`config.mk`:
```
export PLATFORM = sky130hd
export DESIGN_NAME = handshake_rr_ctrl
export DESIGN_NICKNAME = d
export VERILOG_FILES = /design/src/rtl/handshake_rr_ctrl.sv
export SDC_FILE = /design/constraint.sdc
export NUM_CORES = 1
export LEC_CHECK = 0
export CORE_MARGIN = 3
export CORE_UTILIZATION = 55
export DETAILED_ROUTE_END_ITERATION = 7
export DONT_BUFFER_PORTS = 1
export PLACE_DENSITY = 0.68
export SLEW_MARGIN = 30
export SYNTH_ARGS = -nofsm -noshare
export SYNTH_HDL_FRONTEND = slang
export SYNTH_SLANG_ARGS = --single-unit
```
`constraint.sdc`:
```
create_clock -name clk -period 1.9 [get_ports clk]
set_input_delay 0.19 -clock clk [delete_from_list [all_inputs] [get_ports clk]]
set_output_delay 0.19 -clock clk [all_outputs]
set_load 0.05 [all_outputs]
```
`src/rtl/handshake_rr_ctrl.sv`:
```
// rtl/handshake_rr_ctrl.sv - round-robin four-phase req/ack handshake controller
module handshake_rr_ctrl #(
  parameter int N_CH      = 4,
  parameter int ACK_DELAY = 2,
  parameter int TIMEOUT   = 16,
  localparam int CW       = (N_CH > 1) ? $clog2(N_CH) : 1
) (
  input  logic            clk,
  input  logic            rst,
  input  logic [N_CH-1:0] req,
  output logic [N_CH-1:0] ack,
  output logic            busy,
  output logic [CW-1:0]   grant_id,
  output logic            timeout_err,
  output logic            proto_err
);

  // Delay counter holds 0..ACK_DELAY-1, ack-high counter holds 0..TIMEOUT-1.
  localparam int DW = (ACK_DELAY > 1) ? $clog2(ACK_DELAY) : 1;
  localparam int TW = (TIMEOUT > 1) ? $clog2(TIMEOUT) : 1;

  typedef enum logic [1:0] {
    S_IDLE  = 2'd0,
    S_WAIT  = 2'd1,
    S_ACK   = 2'd2,
    S_DRAIN = 2'd3
  } state_t;

  state_t          state_q, state_d;
  logic [CW-1:0]   last_q, last_d;
  logic [CW-1:0]   grant_q, grant_d;
  logic [N_CH-1:0] ack_q, ack_d;
  logic [DW-1:0]   dly_q, dly_d;
  logic [TW-1:0]   tcnt_q, tcnt_d;
  logic            terr_q, terr_d;
  logic            perr_q, perr_d;

  logic            any_req;
  logic [CW-1:0]   pick;
  logic [CW-1:0]   idx;

  // Round-robin search: scan offsets from far to near so the nearest set bit after last wins.
  always_comb begin
    any_req = 1'b0;
    pick    = last_q;
    idx     = '0;
    for (int i = N_CH; i >= 1; i--) begin
      idx = CW'((int'(last_q) + i) % N_CH);
      if (req[idx]) begin
        any_req = 1'b1;
        pick    = idx;
      end
    end
  end

  // State register and all datapath registers; async reset returns to idle with channel 0 first.
  always_ff @(posedge clk or posedge rst) begin
    if (rst) begin
      state_q <= S_IDLE;
      last_q  <= CW'(N_CH - 1);
      grant_q <= '0;
      ack_q   <= '0;
      dly_q   <= '0;
      tcnt_q  <= '0;
      terr_q  <= 1'b0;
      perr_q  <= 1'b0;
    end else begin
      state_q <= state_d;
      last_q  <= last_d;
      grant_q <= grant_d;
      ack_q   <= ack_d;
      dly_q   <= dly_d;
      tcnt_q  <= tcnt_d;
      terr_q  <= terr_d;
      perr_q  <= perr_d;
    end
  end

  // Next-state logic: grant, ack delay, completion, timeout and protocol-error handling.
  always_comb begin
    state_d = state_q;
    last_d  = last_q;
    grant_d = grant_q;
    ack_d   = ack_q;
    dly_d   = dly_q;
    tcnt_d  = tcnt_q;
    terr_d  = 1'b0;
    perr_d  = 1'b0;
    case (state_q)
      S_IDLE: begin
        if (any_req) begin
          last_d  = pick;
          grant_d = pick;
          if (ACK_DELAY == 0) begin
            ack_d       = '0;
            ack_d[pick] = 1'b1;
            tcnt_d      = '0;
            state_d     = S_ACK;
          end else begin
            dly_d   = DW'(ACK_DELAY - 1);
            state_d = S_WAIT;
          end
        end
      end
      S_WAIT: begin
        // A dropped request wins over the final delay edge: the requester gave up.
        if (!req[grant_q]) begin
          perr_d  = 1'b1;
          state_d = S_IDLE;
        end else if (dly_q == '0) begin
          ack_d          = '0;
          ack_d[grant_q] = 1'b1;
          tcnt_d         = '0;
          state_d        = S_ACK;
        end else begin
          dly_d = dly_q - DW'(1);
        end
      end
      S_ACK: begin
        // Release at the timeout edge still counts as a normal completion.
        if (!req[grant_q]) begin
          ack_d   = '0;
          state_d = S_IDLE;
        end else if ((TIMEOUT > 0) && (tcnt_q == TW'(TIMEOUT - 1))) begin
          ack_d   = '0;
          terr_d  = 1'b1;
          state_d = S_DRAIN;
        end else begin
          tcnt_d = tcnt_q + TW'(1);
        end
      end
      S_DRAIN: begin
        if (!req[grant_q]) begin
          state_d = S_IDLE;
        end
      end
      default: begin
        ack_d   = '0;
        state_d = S_IDLE;
      end
    endcase
  end

  // Outputs come straight from registers so they clear immediately on async reset.
  always_comb begin
    ack         = ack_q;
    busy        = (state_q != S_IDLE);
    grant_id    = grant_q;
    timeout_err = terr_q;
    proto_err   = perr_q;
  end

endmodule

```
Word-level counts from Yosys, hierarchy flattened
Cells that the tools add are included.
{ "word_totals": {"ff_bits": 17, "latchBits": 0, "ram_bits": 0, "romBits": 0, "inputBits": 6, "output_inout_bits": 9, "elab_cells": 88, "mem_count": 0} }
{ "classes": {"n_addsub": 6, "mul": 0, "n_div": 0, "n_lt_le_gt_ge": 6, "n_eq_ne": 12, "n_shift": 0, "muxes": 46, "n_bitwise": 0, "reduce_logical": 10} }
{ "op_table": {"columns": ["op", "n"], "rows": [
  ["$mux W4", 8],
  ["$mux W2", 10],
  ["$mux W1", 18],
  ["$pmux W4 S2", 2],
  ["$lt A2 B3 Y1 const B", 5],
  ["$ne A2 B2 Y1 const B", 6],
  ["$bmux W1 S2", 5],
  ["$pmux W2 S4", 1],
  ["$reduce_and A4 Y1", 2],
  ["$ne A3 B3 Y1 const B", 2],
  ["$reduce_bool A2 Y1", 3],
  ["$reduce_and A5 Y1", 1],
  ["$add A2 B1 Y2 const B", 2],
  ["$add A2 B2 Y2 const B", 2],
  ["$add A4 B1 Y4 const B", 1],
  ["$eq A2 B2 Y1 const B", 2],
  ["$eq A4 B4 Y1 const B", 1],
  ["$reduce_and A3 Y1", 1],
  ["$demux W1 S2", 1],
  ["$eq A2 B1 Y1 const B", 1],
  ["$ge A2 B1 Y1 const B", 1],
  ["$logic_not A2 Y1", 1],
  ["$pmux W1 S2", 1],
  ["$reduce_and A2 Y1", 1],
  ["other kinds (2)", 2]
]} }

Longest topological paths before layout
Gate-level depths: netlist of run 1.
{ "depth": {"ltp_word": 9, "mapped_depth": 7, "mapped_depth_nobuf": 6} }

Worst setup path before layout of run 1
OpenSTA, ideal clock, no wires.
{ "synth_timing": {"kind": "reg-to-reg", "start": "register grant_q[0], in the netlist grant_id[0]", "end": "register ack_q[2], in the netlist ack[2]", "setup_time_ns": 0.121, "t_arrival_ns": 1.812, "required_time_ns": 1.779, "path_slack_ns": -0.033, "stages_incl_launch_ff": 6, "path_buffers": 1, "period_less_slack_ns": 1.933, "cell_sequence": "dfrtp_1 -> buf_6 -> mux4_2 -> nand3_2 -> o211ai_2 -> a22o_1"} }
{ "synth_between": {"elab_chain_cells": 7, "word_cells_on_any_way": 14, "cone_classes": "order compare (2); eq/ne (2); mux (8); reduce/logical (2)"} }
{ "synth_rtl": {"columns": ["element", "line_no", "text"], "rows": [
  ["start, declared", "31", "logic [CW-1:0] grant_q, grant_d;"],
  ["start signal, assigned", "70", "grant_q <= grant_d;"],
  ["$lt A2 B3 Y1 (implied by the code) / $ge A2 B1 Y1 (equally long branches)", "112", "ack_d[grant_q] = 1'b1;"],
  ["$logic_and A1 B1 Y1 (implied by the code)", "112", null],
  ["$mux W1 (implied by the code)", "112", null],
  ["$demux W1 S2", "112", null],
  ["$mux W4", "110", "end else if (dly_q == '0) begin"],
  ["$mux W4", "107", "if (!req[grant_q]) begin"],
  ["$pmux W4 S2", "89", "case (state_q)"],
  ["end signal, assigned", "71", "ack_q <= ack_d;"],
  ["end, declared", "32", "logic [N_CH-1:0] ack_q, ack_d;"]
]} }
Several ways; a longest one is shown, not always the timed one. The select of a mux whose other input is x is not followed.
A chain may end at the register's enable or synchronous reset.

Worst setup path in the final report of run 1
{ "layout_timing": {"start": "register state_q[0]", "end": "register tcnt_q[2]"} }
{ "layout_between": {"elab_chain_cells": 3, "word_cells_on_any_way": 9, "cone_classes": "eq/ne (6); mux (1); reduce/logical (2)"} }
{ "layout_rtl": {"columns": ["element", "line_no", "text"], "rows": [
  ["start, declared", "29", "state_t state_q, state_d;"],
  ["start signal, assigned", "68", "state_q <= state_d;"],
  ["$eq A2 B2 Y1 / $eq A2 B1 Y1 (equally long branches)", "89", null],
  ["$ne A2 B2 Y1 (no line) / $reduce_bool A2 Y1 (equally long branches)", null, null],
  ["$reduce_and A5 Y1 (no line)", null, null],
  ["end signal, assigned", "73", "tcnt_q <= tcnt_d;"],
  ["end, declared", "34", "logic [TW-1:0] tcnt_q, tcnt_d;"]
]} }
Several ways; a longest one is shown, not always the timed one.

==> results of run 1 <==
-- worst max path at each step --
stage	start	endpoint	slack [ps]	depth (start not counted)
after floorplan	grant_id[0]	ack[2]	110	5
after global placement	state_q[0]	tcnt_q[0]	120	6
after detailed placement	state_q[0]	tcnt_q[0]	-10	6
after CTS	state_q[0]	tcnt_q[2]	100	6
after global routing	state_q[0]	tcnt_q[2]	0.7	6
final	state_q[0]	tcnt_q[2]	110	6
-- cell usage after synthesis (2+ instances only) --
library cell,count
mux2i_1,6
a22o_1,3
nor2b_1,2
nand3_1,2
o21ai_0,4
inv_1,8
nand2b_1,6
nand2_1,10
dfstp_2,2
ha_1,6
dfrtp_1,15
mux2_2,2
a21oi_1,6
buf_6,2
nor3_1,4
nand4_1,2
clkbuf_1,2
nor2_1,12
-- worst max-delay path: cells and delay by family (launching register included) --
kind            cells  cell delay [ps]
fa+ha+maj           1              230
compound gates      2              590
buf+inv             1              170
flops               1              410
simple gates        2              280
-- kinds of logic (layout without fill, tap and decap cells) --
logic type | after synthesis | after routing | share of synthesized area
compound gates | 26 | 26 | 0.192
fa+ha+maj | 6 | 6 | 0.0668
buf+inv | 13 | 20 | 0.0579
flops | 17 | 17 | 0.381
mux | 9 | 9 | 0.0935
simple gates | 46 | 46 | 0.209
-- power breakdown --
group          switching [µW]  internal, µW
Sequential                305           503
Combinational             628           462
Clock                     119          78.3
-- per-layer routing --
layer | up-vias | share of wire
met1 | 429 | 0.45
met3 | 4 | 0.050
met4 | 0 | 0.017
li1 | 432 | -
met2 | 23 | 0.48
met5 | - | 0
-- cell type report --
| cell class | instances | area (µm²) |
|---|---|---|
| multi-input combinational | 87 | 648 |
| tap | 25 | 31.3 |
| clock buffer | 3 | 22.5 |
| clock inverter | 1 | 5.00 |
| timing repair buffer | 8 | 62.6 |
| sequential | 17 | 429 |
| inverter | 8 | 30.0 |
| fill | 162 | 592 |
-- metrics by stage --
stage | total power, µW | utilization | hold WS [ps] | TNS, ps
2_1_floorplan | 1660 | - | 115 | 0
3_3_place_gp | 1820 | 0.641 | 199 | 0
3_5_place_dp | 1860 | 0.641 | 205 | -13.0
4_1_cts | 2060 | 0.664 | 204 | 0
5_1_grt | 2270 | 0.675 | 232 | 0
6_report | 2100 | 0.675 | 202 | 0
-- state kept, by name, indices dropped and copies added, names as in the netlist --
signal       cells
state_q          2
proto_err        1
ack              4
last_q           2
timeout_err      1
grant_id         2
dly_q            1
tcnt_q           4
-- cells in the final DEF (no fill, tap or decap), types with 2 or more instances in the layout --
| cell type | Yosys | layout |
|---|---|---|
| mux2_2 | 2 | 2 |
| inv_1 | 8 | 7 |
| nor2b_1 | 2 | 2 |
| nor2_1 | 12 | 12 |
| dfrtp_1 | 15 | 14 |
| nor3_1 | 4 | 4 |
| nand2_1 | 10 | 10 |
| a22o_1 | 3 | 3 |
| nand2b_1 | 6 | 6 |
| dfstp_2 | 2 | 2 |
| buf_4 | 0 | 7 |
| mux2i_1 | 6 | 6 |
| nand4_1 | 2 | 2 |
| o21ai_1 | 0 | 2 |
| a21oi_1 | 6 | 6 |
| clkbuf_4 | 0 | 3 |
| nand3_1 | 2 | 2 |
| o21ai_0 | 4 | 2 |
| ha_1 | 6 | 5 |
-- what timing repair did --
item / in CTS / in global routing
endpoints found under the setup margin: 1 / 4
setup buffers: 0 / 1
hold buffers: 1 / 0
cloned: 0 / 0
gates resized for setup: 1 / 4
pin swaps: 0 / 1
hold endpoints to repair: 15 / 0
==> run metrics, run 1 <==
sequential area share after synthesis=0.381; GR Util met3=0.0466; flops & latches, synth=17; hold path start=req[1]; RSZ-0062 raised after global routing=false; EDFF count, synth=0; Area Overhead vs Synth=9.35%; crit path DAT=1980 ps; PnR worst setup slack=~110 ps; Post-Layout Cell Count=149; GPL Wtd Cong=0.795; CP Launch Type=flop; Period minus WS final=1790 ps; layout cell share with drive strength beyond 1=0.210; Slew Limit Fails=0; Worst path slowest cell=dfrtp_1; Register-to-Register Path Depth=6; initial antenna violation count=0; part of the cycle the worst path needs=0.943; Max-slew headroom=0.555; r2r startpoint=state_q[0]; Post-synth top flop=dfrtp_1; final hold violation count=0; cell area after layout=0.00123 mm²; Ys Warns=0; Gate Count Post-Synth=117; PwrDens=roughly 1700 mW/mm²; Tot GR Track Use=0.208; critical path capture point type=flop; cts bufs inserted=3; die area=0.00262 mm²; largest net degree at the start of global routing=18; post-DP HPWL=1.75 mm; path type of the worst min-delay path=input pin to flop; die width=51.2 µm; wire per inst=~16 µm; worst hold endpoint=last_q[1]; Post-Syn Area per Cell=about 9.6 µm²; vias in the first global route=862; Max IR drop VDD=0.00105 V; DR pass1 iterations=4; CP Max Fanout=8; total gr overflow=0; ANT nets after route=0; # DRC=0; skew final=3.51 ps; Final Net Count=137; met2 Resource Use GR=0.341; R2R setup slack=110 ps; Max-Cap Viols=0; Post-Syn Nets=approximately 130; Root Buffer=clkbuf_4; Place WS=-13.0 ps; floorplan row count=15; area of the core=around 0.0018 mm²; Ant. Diodes=0; Avg Vias per Cell=between 5 and 6; worst-path cell chain=inv_1 -> ha_4 -> and3b_1 -> a221oi_4 -> nor2_1 -> o22a_1; gr busiest metal=met2; Clock Sinks=17; worst hold path stage count=3; CTS H-tree lvls=1; worst slew pin tran=667 ps; LEAKAGE=0.000548 µW; Ports=15; Critical Path RT=2090 ps; port buffer count=0; final setup violating endpoints=0; height of the die=51.2 µm; Clock transition at path regs=approximately 100 ps; maximum clock rate=between 500 and 600 MHz; top-area cell type share of the netlist area=0.334; number of distinct library cells after synthesis=41; dpl cells=143; Clock Latency Late Sink=290 ps; Netlist Area Pre-Place=0.00112 mm²; Synth area leader=dfrtp_1; total number of vias=888; CTS tree=done; Clock Path Buffers=2; top area cells in the synthesized netlist=dfrtp_1 33%, ha_1 6.7%, mux2i_1 5.3%; dpl cell area=approximately 0.0012 mm²; async set-reset flop share out of synthesis=1.00; Worst R2R End=tcnt_q[2]; met1 usage=0.253; slowest stage delay, CP=410 ps; first-pass GRT wire length=4.00 mm; Initial Util=0.617; run status=finished clean; Setup CP Type=flop to flop; final WL=2.33 mm; drt initial violations=34
(Power assumes the default switching activity.)
==> inputs of run 2 (changes only) <==
- CORE_UTILIZATION: 55 -> 41
- PLACE_DENSITY: 0.68 -> 0.53
==> run metrics, run 2 (synthesized netlist as in run 1, its figures left out) <==
Clock Path Buffers=2 (unchanged); DR top layer=met4 (unchanged); commonest non-fill, non-tap cell in the layout=dfrtp_1 (unchanged); total gr overflow=0 (unchanged); first-pass GRT wire length=3.95 mm (was 4.00 mm); Final Util=0.485 (was 0.675); Setup CP Type=flop to flop (unchanged); # DRC=0 (unchanged); Area Overhead vs Synth=9.91% (was 9.35%); CP Launch Type=flop (unchanged); post-DP HPWL=1.66 mm (was 1.75 mm); initial antenna violation count=0 (unchanged); setup_tns=0 ps (unchanged); fillers=242 (was 162); dpl cells=148 (was 143); drt initial violations=17 (was 34); Worst path slowest cell=dfrtp_1 (unchanged); cts bufs inserted=3 (unchanged); delay-heaviest family, CP=compound AO/OA/AOI/OAI gates (unchanged); final hold violation count=0 (unchanged); path type of the worst min-delay path=input pin to flop (unchanged); GPL Wtd Cong=0.755 (was 0.795); die area=0.00340 mm² (was 0.00262 mm²); skew final=3.36 ps (was 3.51 ps); Slew Limit Fails=0 (unchanged); CTS tree=done (unchanged); layout cell share with drive strength beyond 1=0.200 (was 0.210); area of the core=0.00254 mm² (was 0.00182 mm²); Final Net Count=138 (was 137); final setup violating endpoints=0 (unchanged); Bufs and invs on worst path=1 (unchanged); part of the cycle the worst path needs=0.929 (was 0.943); Root Buffer=clkbuf_4 (unchanged); vias in the first global route=838 (was 862); worst hold slack=193 ps (was 202 ps); Tot GR Track Use=0.150 (was 0.208); DR pass1 iterations=5 (was 4); Ant. Diodes=0 (unchanged); met3 WL post-DR=133 µm (was 116 µm); die width=58.4 µm (was 51.2 µm); Ports=15 (unchanged); worst slew pin tran=637 ps (was 667 ps); commonest non-fill, non-tap cells in the layout=14 x dfrtp_1, 12 x nor2_1, 10 x nand2_1 (unchanged); CTS H-tree lvls=1 (unchanged); worst-path cell chain=inv_1 -> ha_1 -> and3b_1 -> a221oi_4 -> nor2_1 -> o22a_1 (was inv_1 -> ha_4 -> and3b_1 -> a221oi_4 -> nor2_1 -> o22a_1); Clock transition at path regs=90 ps (was 100 ps); Max IR drop VDD=0.00127 V (was 0.00105 V); ANT nets after route=0 (unchanged); CP Max Fanout=7 (was 8); final WL=2.24 mm (was 2.33 mm); Clock Sinks=17 (unchanged); Max-Cap Viols=0 (unchanged); PnR worst setup slack=135 ps (was 108 ps); floorplan row count=18 (was 15); Post-Layout Cell Count=155 (was 149); port buffer count=0 (unchanged); maximum clock rate=567 MHz (was 558 MHz); height of the die=58.4 µm (was 51.2 µm); Multi-input gate area=642 µm² (was 648 µm²); largest net degree at the start of global routing=18 (unchanged); Period minus WS final=1760 ps (was 1790 ps); wl on met1=1.07 mm (was 1.05 mm); Critical Path RT=2090 ps (about the same); Place WS=35.6 ps (was -13.0 ps); wire per inst=14.4 µm (was 15.7 µm); CP startpoint=state_q[0] (unchanged); run status=finished clean (unchanged); r2r startpoint=state_q[0] (unchanged); Initial Util=0.441 (was 0.617); crit path DAT=1950 ps (was 1980 ps); hold path start=req[1] (unchanged); RSZ-0062 raised after global routing=false (unchanged); critical path capture point type=flop (unchanged); LEAKAGE=0.000553 µW (was 0.000548 µW); PwrDens=1710 mW/mm² (about the same); Max-slew headroom=0.575 (was 0.555); Reg area=429 µm² (unchanged); Avg Vias per Cell=5.57 (was 5.96); met2 wire length=1.02 mm (was 1.12 mm); slowest stage delay, CP=390 ps (was 410 ps); total number of vias=863 (was 888); Clock Latency Late Sink=290 ps (about the same)
==> run 2: changes by cell type in the layout (fill, tap and decap cells not counted), sizes merged <==
cell    change
clkbuf      +1
clkinv      -1
buf         +1
==> run 2: repair_timing <==
item / in CTS / in global routing
hold endpoints to repair: 15 / 0
gates resized for setup: 1 / 3
buffers inserted: 0 / 2
hold buffers: 1 / 0
setup endpoints to repair: 1 / 4
pin swaps: 0 / 1
==> run 2: cell type report <==
class                      instances  area share
clock buffer                       4      0.0213
inverter                           8      0.0243
multi-input combinational         87       0.520
sequential                        17       0.348
tap                               30      0.0304
timing repair buffer               9      0.0567
==> run 2: stage by stage <==
stage | area (µm²) | power, µW
CTS | 1210 | 2070
finish | 1230 | 2110
detailed placement | 1170 | 1860
global route | 1230 | 2290
global placement | 1170 | 1830
floorplan | 1120 | 1660
==> run 2: tightest hold or removal path, cell delays in order <==
cell	delay [ps]
a21oi_1	100
nor3_1	70
nor2_1	90
==> run 2: metal layers <==
metal  up-vias  GRT usage
li1        434          -
met3         4     0.0548
met1       398      0.196
met5         -          0
met2        27      0.234
met4         0     0.0397
==> run 2: where the power goes <==
group          internal [µW]  switching [µW]
Sequential               503             299
Clock                   81.8             114
Combinational            480             630
Total                   1070            1040
==> run 2: path summary, 6_finish.rpt <==
| kind | slack (ps) | cells past startpoint | end |
|---|---|---|---|
| max | 140 | 6 | tcnt_q[2] |
| min | 190 | 3 | grant_id[1] |
| max reg2reg | 140 | 6 | tcnt_q[2] |
| min reg2reg | 550 | 2 | last_q[1] |
| max in group asynchronous | 1040 | 2 | grant_id[0] |
| min in group asynchronous | 410 | 2 | tcnt_q[1] |
==> inputs of run 3 (changes only) <==
- ABC_AREA: default -> 1
- CORE_MARGIN: 3 -> default
- SLEW_MARGIN: 30 -> 20
==> run metrics, run 3 <==
run status=finished clean (unchanged); worst slew pin tran=659 ps (was 637 ps); Ant. Diodes=0 (unchanged); Max IR drop VDD=0.00114 V (was 0.00127 V); Critical Path RT=2090 ps (about the same); wire per inst=11.7 µm (was 14.4 µm); CTS H-tree lvls=1 (unchanged); Initial Util=0.437 (was 0.441); Setup CP Type=flop to flop (unchanged); EDFF count, synth=0 (unchanged); port buffer count=0 (unchanged); top area cells in the synthesized netlist=dfrtp_1 31%, nand2_1 24%, nand2_2 7.7% (was dfrtp_1 33%, ha_1 6.7%, mux2i_1 5.3%); most common cell in the netlist=nand2_1 (was dfrtp_1); wl on met1=1.21 mm (was 1.07 mm); Max-slew headroom=0.560 (was 0.575); Clock Path Buffers=2 (unchanged); Reg area=428 µm² (was 429 µm²); DR top layer=met4 (unchanged); post-DP HPWL=1.96 mm (was 1.66 mm); Netlist Area Pre-Place=0.00122 mm² (was 0.00112 mm²); Clock Sinks=17 (unchanged); Clock Latency Late Sink=300 ps (was 290 ps); async set-reset flop share out of synthesis=1.00 (unchanged); PwrDens=1980 mW/mm² (was 1710 mW/mm²); Post-Syn Area per Cell=6.91 µm² (was 9.60 µm²); maximum clock rate=639 MHz (was 567 MHz); die area=0.00319 mm² (was 0.00340 mm²); Area Overhead vs Synth=7.30% (was 9.91%); crit path DAT=1760 ps (was 1950 ps); CTS tree=done (unchanged); # DRC=0 (unchanged); CP Max Fanout=10 (was 7); total number of vias=1037 (was 863); worst-path cell chain=nand2_1 -> nand2_2 -> nand2_1 -> nand3_1 -> nor2_2 -> nor2_2 -> inv_2 -> nand2_1 -> nand2_1 (was inv_1 -> ha_1 -> and3b_1 -> a221oi_4 -> nor2_1 -> o22a_1); number of distinct library cells after synthesis=22 (was 41); r2r startpoint=last_q[0] (was state_q[0]); Worst path slowest cell=dfstp_2 (was dfrtp_1); vias in the first global route=984 (was 838); layout cell share with drive strength beyond 1=0.208 (was 0.200); CP Launch Type=flop (unchanged); commonest cells in the netlist=78 x nand2_1, 16 x inv_1, 15 x dfrtp_1, 15 x nand2_2, 8 x nand3_1 (was 15 x dfrtp_1, 12 x nor2_1, 10 x nand2_1); met3 WL post-DR=91 µm (was 133 µm); top-area cell type share of the netlist area=0.309 (was 0.334); Max-Cap Viols=0 (unchanged); LEAKAGE=0.000754 µW (was 0.000553 µW); part of the cycle the worst path needs=0.823 (was 0.929); commonest non-fill, non-tap cell in the layout=nand2_1 (was dfrtp_1); Period minus WS final=1560 ps (was 1760 ps); Root Buffer=clkbuf_4 (unchanged); Ys Warns=0 (unchanged); Final Net Count=196 (was 138); Register-to-Register Path Depth=9 (was 6); commonest non-fill, non-tap cells in the layout=78 x nand2_1, 16 x inv_1, 15 x nand2_2, 15 x dfrtp_1, 8 x nand3_1 (was 14 x dfrtp_1, 12 x nor2_1, 10 x nand2_1); worst hold endpoint=grant_id[1] (unchanged); delay-heaviest family, CP=simple AND/OR/NAND/NOR gates (was compound AO/OA/AOI/OAI gates); largest net degree at the start of global routing=18 (unchanged); path type of the worst min-delay path=input pin to flop (unchanged); sequential area share after synthesis=0.352 (was 0.381); Post-Syn Nets=188 (was 129); DR pass1 iterations=4 (was 5); critical path capture point type=flop (unchanged); Slew Limit Fails=0 (unchanged); initial antenna violation count=0 (unchanged); fillers=290 (was 242); Clock transition at path regs=110 ps (was 90 ps); floorplan row count=19 (was 18); Ports=15 (unchanged); first-pass GRT wire length=4.39 mm (was 3.95 mm); CP dominant cell by count=nand2_1; skew final=7.32 ps (was 3.36 ps); Worst R2R End=grant_id[0] (was tcnt_q[2]); Final Util=0.469 (was 0.485); height of the die=56.5 µm (was 58.4 µm); Gate Count Post-Synth=176 (was 117); cts bufs inserted=3 (unchanged); Tot GR Track Use=0.178 (was 0.150); die width=56.5 µm (was 58.4 µm); final WL=2.50 mm (was 2.24 mm); CP Depth=9 (was 6); final hold violation count=0 (unchanged); Post-synth top flop=dfrtp_1 (unchanged); Multi-input gate area=684 µm² (was 642 µm²); flops & latches, synth=17 (unchanged); area of the core=0.00278 mm² (was 0.00254 mm²); R2R setup slack=340 ps (was 140 ps); met2 wire length=1.16 mm (was 1.02 mm); Bufs and invs on worst path=1 (unchanged); final setup violating endpoints=0 (unchanged); Synth area leader=dfrtp_1 (unchanged); Avg Vias per Cell=4.85 (was 5.57); hold path start=req[1] (unchanged); setup_tns=0 ps (unchanged); post-CTS setup buffer count=0 (unchanged); total gr overflow=0 (unchanged); slowest stage delay, CP=660 ps (was 390 ps); ANT nets after route=0 (unchanged); RSZ-0062 raised after global routing=false (unchanged); drt initial violations=40 (was 17); GPL Wtd Cong=0.900 (was 0.755); worst hold path stage count=5 (was 3)
-- run 3: changes by cell type after synthesis, sizes merged, moves of 4 or more --
cell,delta
inv,+14
a21oi,-5
nand2b,-6
a22o,-4
mux2i,-6
nand3,+9
nand2,+84
-- run 3: worst max-delay path by stage --
stage	slack [ps]	start	end
floorplan	350	grant_id[0]	ack[0]
global placement	360	last_q[0]	grant_id[1]
detailed placement	360	last_q[0]	grant_id[0]
CTS	340	last_q[0]	state_q[0]
global route	200	last_q[0]	state_q[0]
finish	340	last_q[0]	grant_id[0]
-- run 3: power by group --
group          internal (µW)  total [µW]  switching [µW]
clock network           81.7         201             119
logic                    516        1590            1070
registers                512         793             281
total                   1110        2580            1470
-- run 3: layout make-up --
class | instances | share of cell area
Multi-Input combinational cell | 135 | 0.524
Inverter | 22 | 0.0671
Sequential cell | 17 | 0.328
Tap cell | 31 | 0.0297
Timing Repair Buffer | 5 | 0.0307
Clock buffer | 4 | 0.0201
-- run 3: kinds of logic after synthesis --
kind of cell	after synthesis	share of synthesized area
fa+ha+maj	6	0.0617
buf+inv	24	0.0854
simple gates	125	0.481
flops	17	0.352
xor+xnor	1	0.00720
compound gates	3	0.0123
-- run 3: layer usage --
layer / track usage / vias to the layer above
met1: 0.235 / 456
met4: 0.0767 / 0
met5: 0 / -
met2: 0.286 / 25
li1: - / 551
met3: 0.0300 / 5
-- run 3: through the flow --
stage / hold slack (ps) / setup slack (ps) / power (µW) / instances / area, µm²
after floorplan: 115 / 353 / 2080 / 176 / 1220
after global placement: 218 / 362 / 2380 / 209 / 1270
after detailed placement: 227 / 365 / 2390 / 209 / 1270
after CTS: 242 / 344 / 2600 / 214 / 1310
after global routing: 266 / 201 / 2840 / 214 / 1310
final: 256 / 335 / 2580 / 214 / 1310
-- run 3: repair_timing --
| action | 4_1_cts | 5_1_grt |
|---|---|---|
| endpoints found under the setup margin | 0 | 0 |
| endpoints found under the hold margin | 15 | 0 |
| gates resized for setup | 0 | 0 |
| hold buffers | 1 | 0 |
-- run 3: worst min-delay path: cells and delay by family --
| family | cells | cell delay [ps] |
|---|---|---|
| and+or+nand+nor | 4 | 280 |
| AOI/OAI and AO/OA | 1 | 60 |
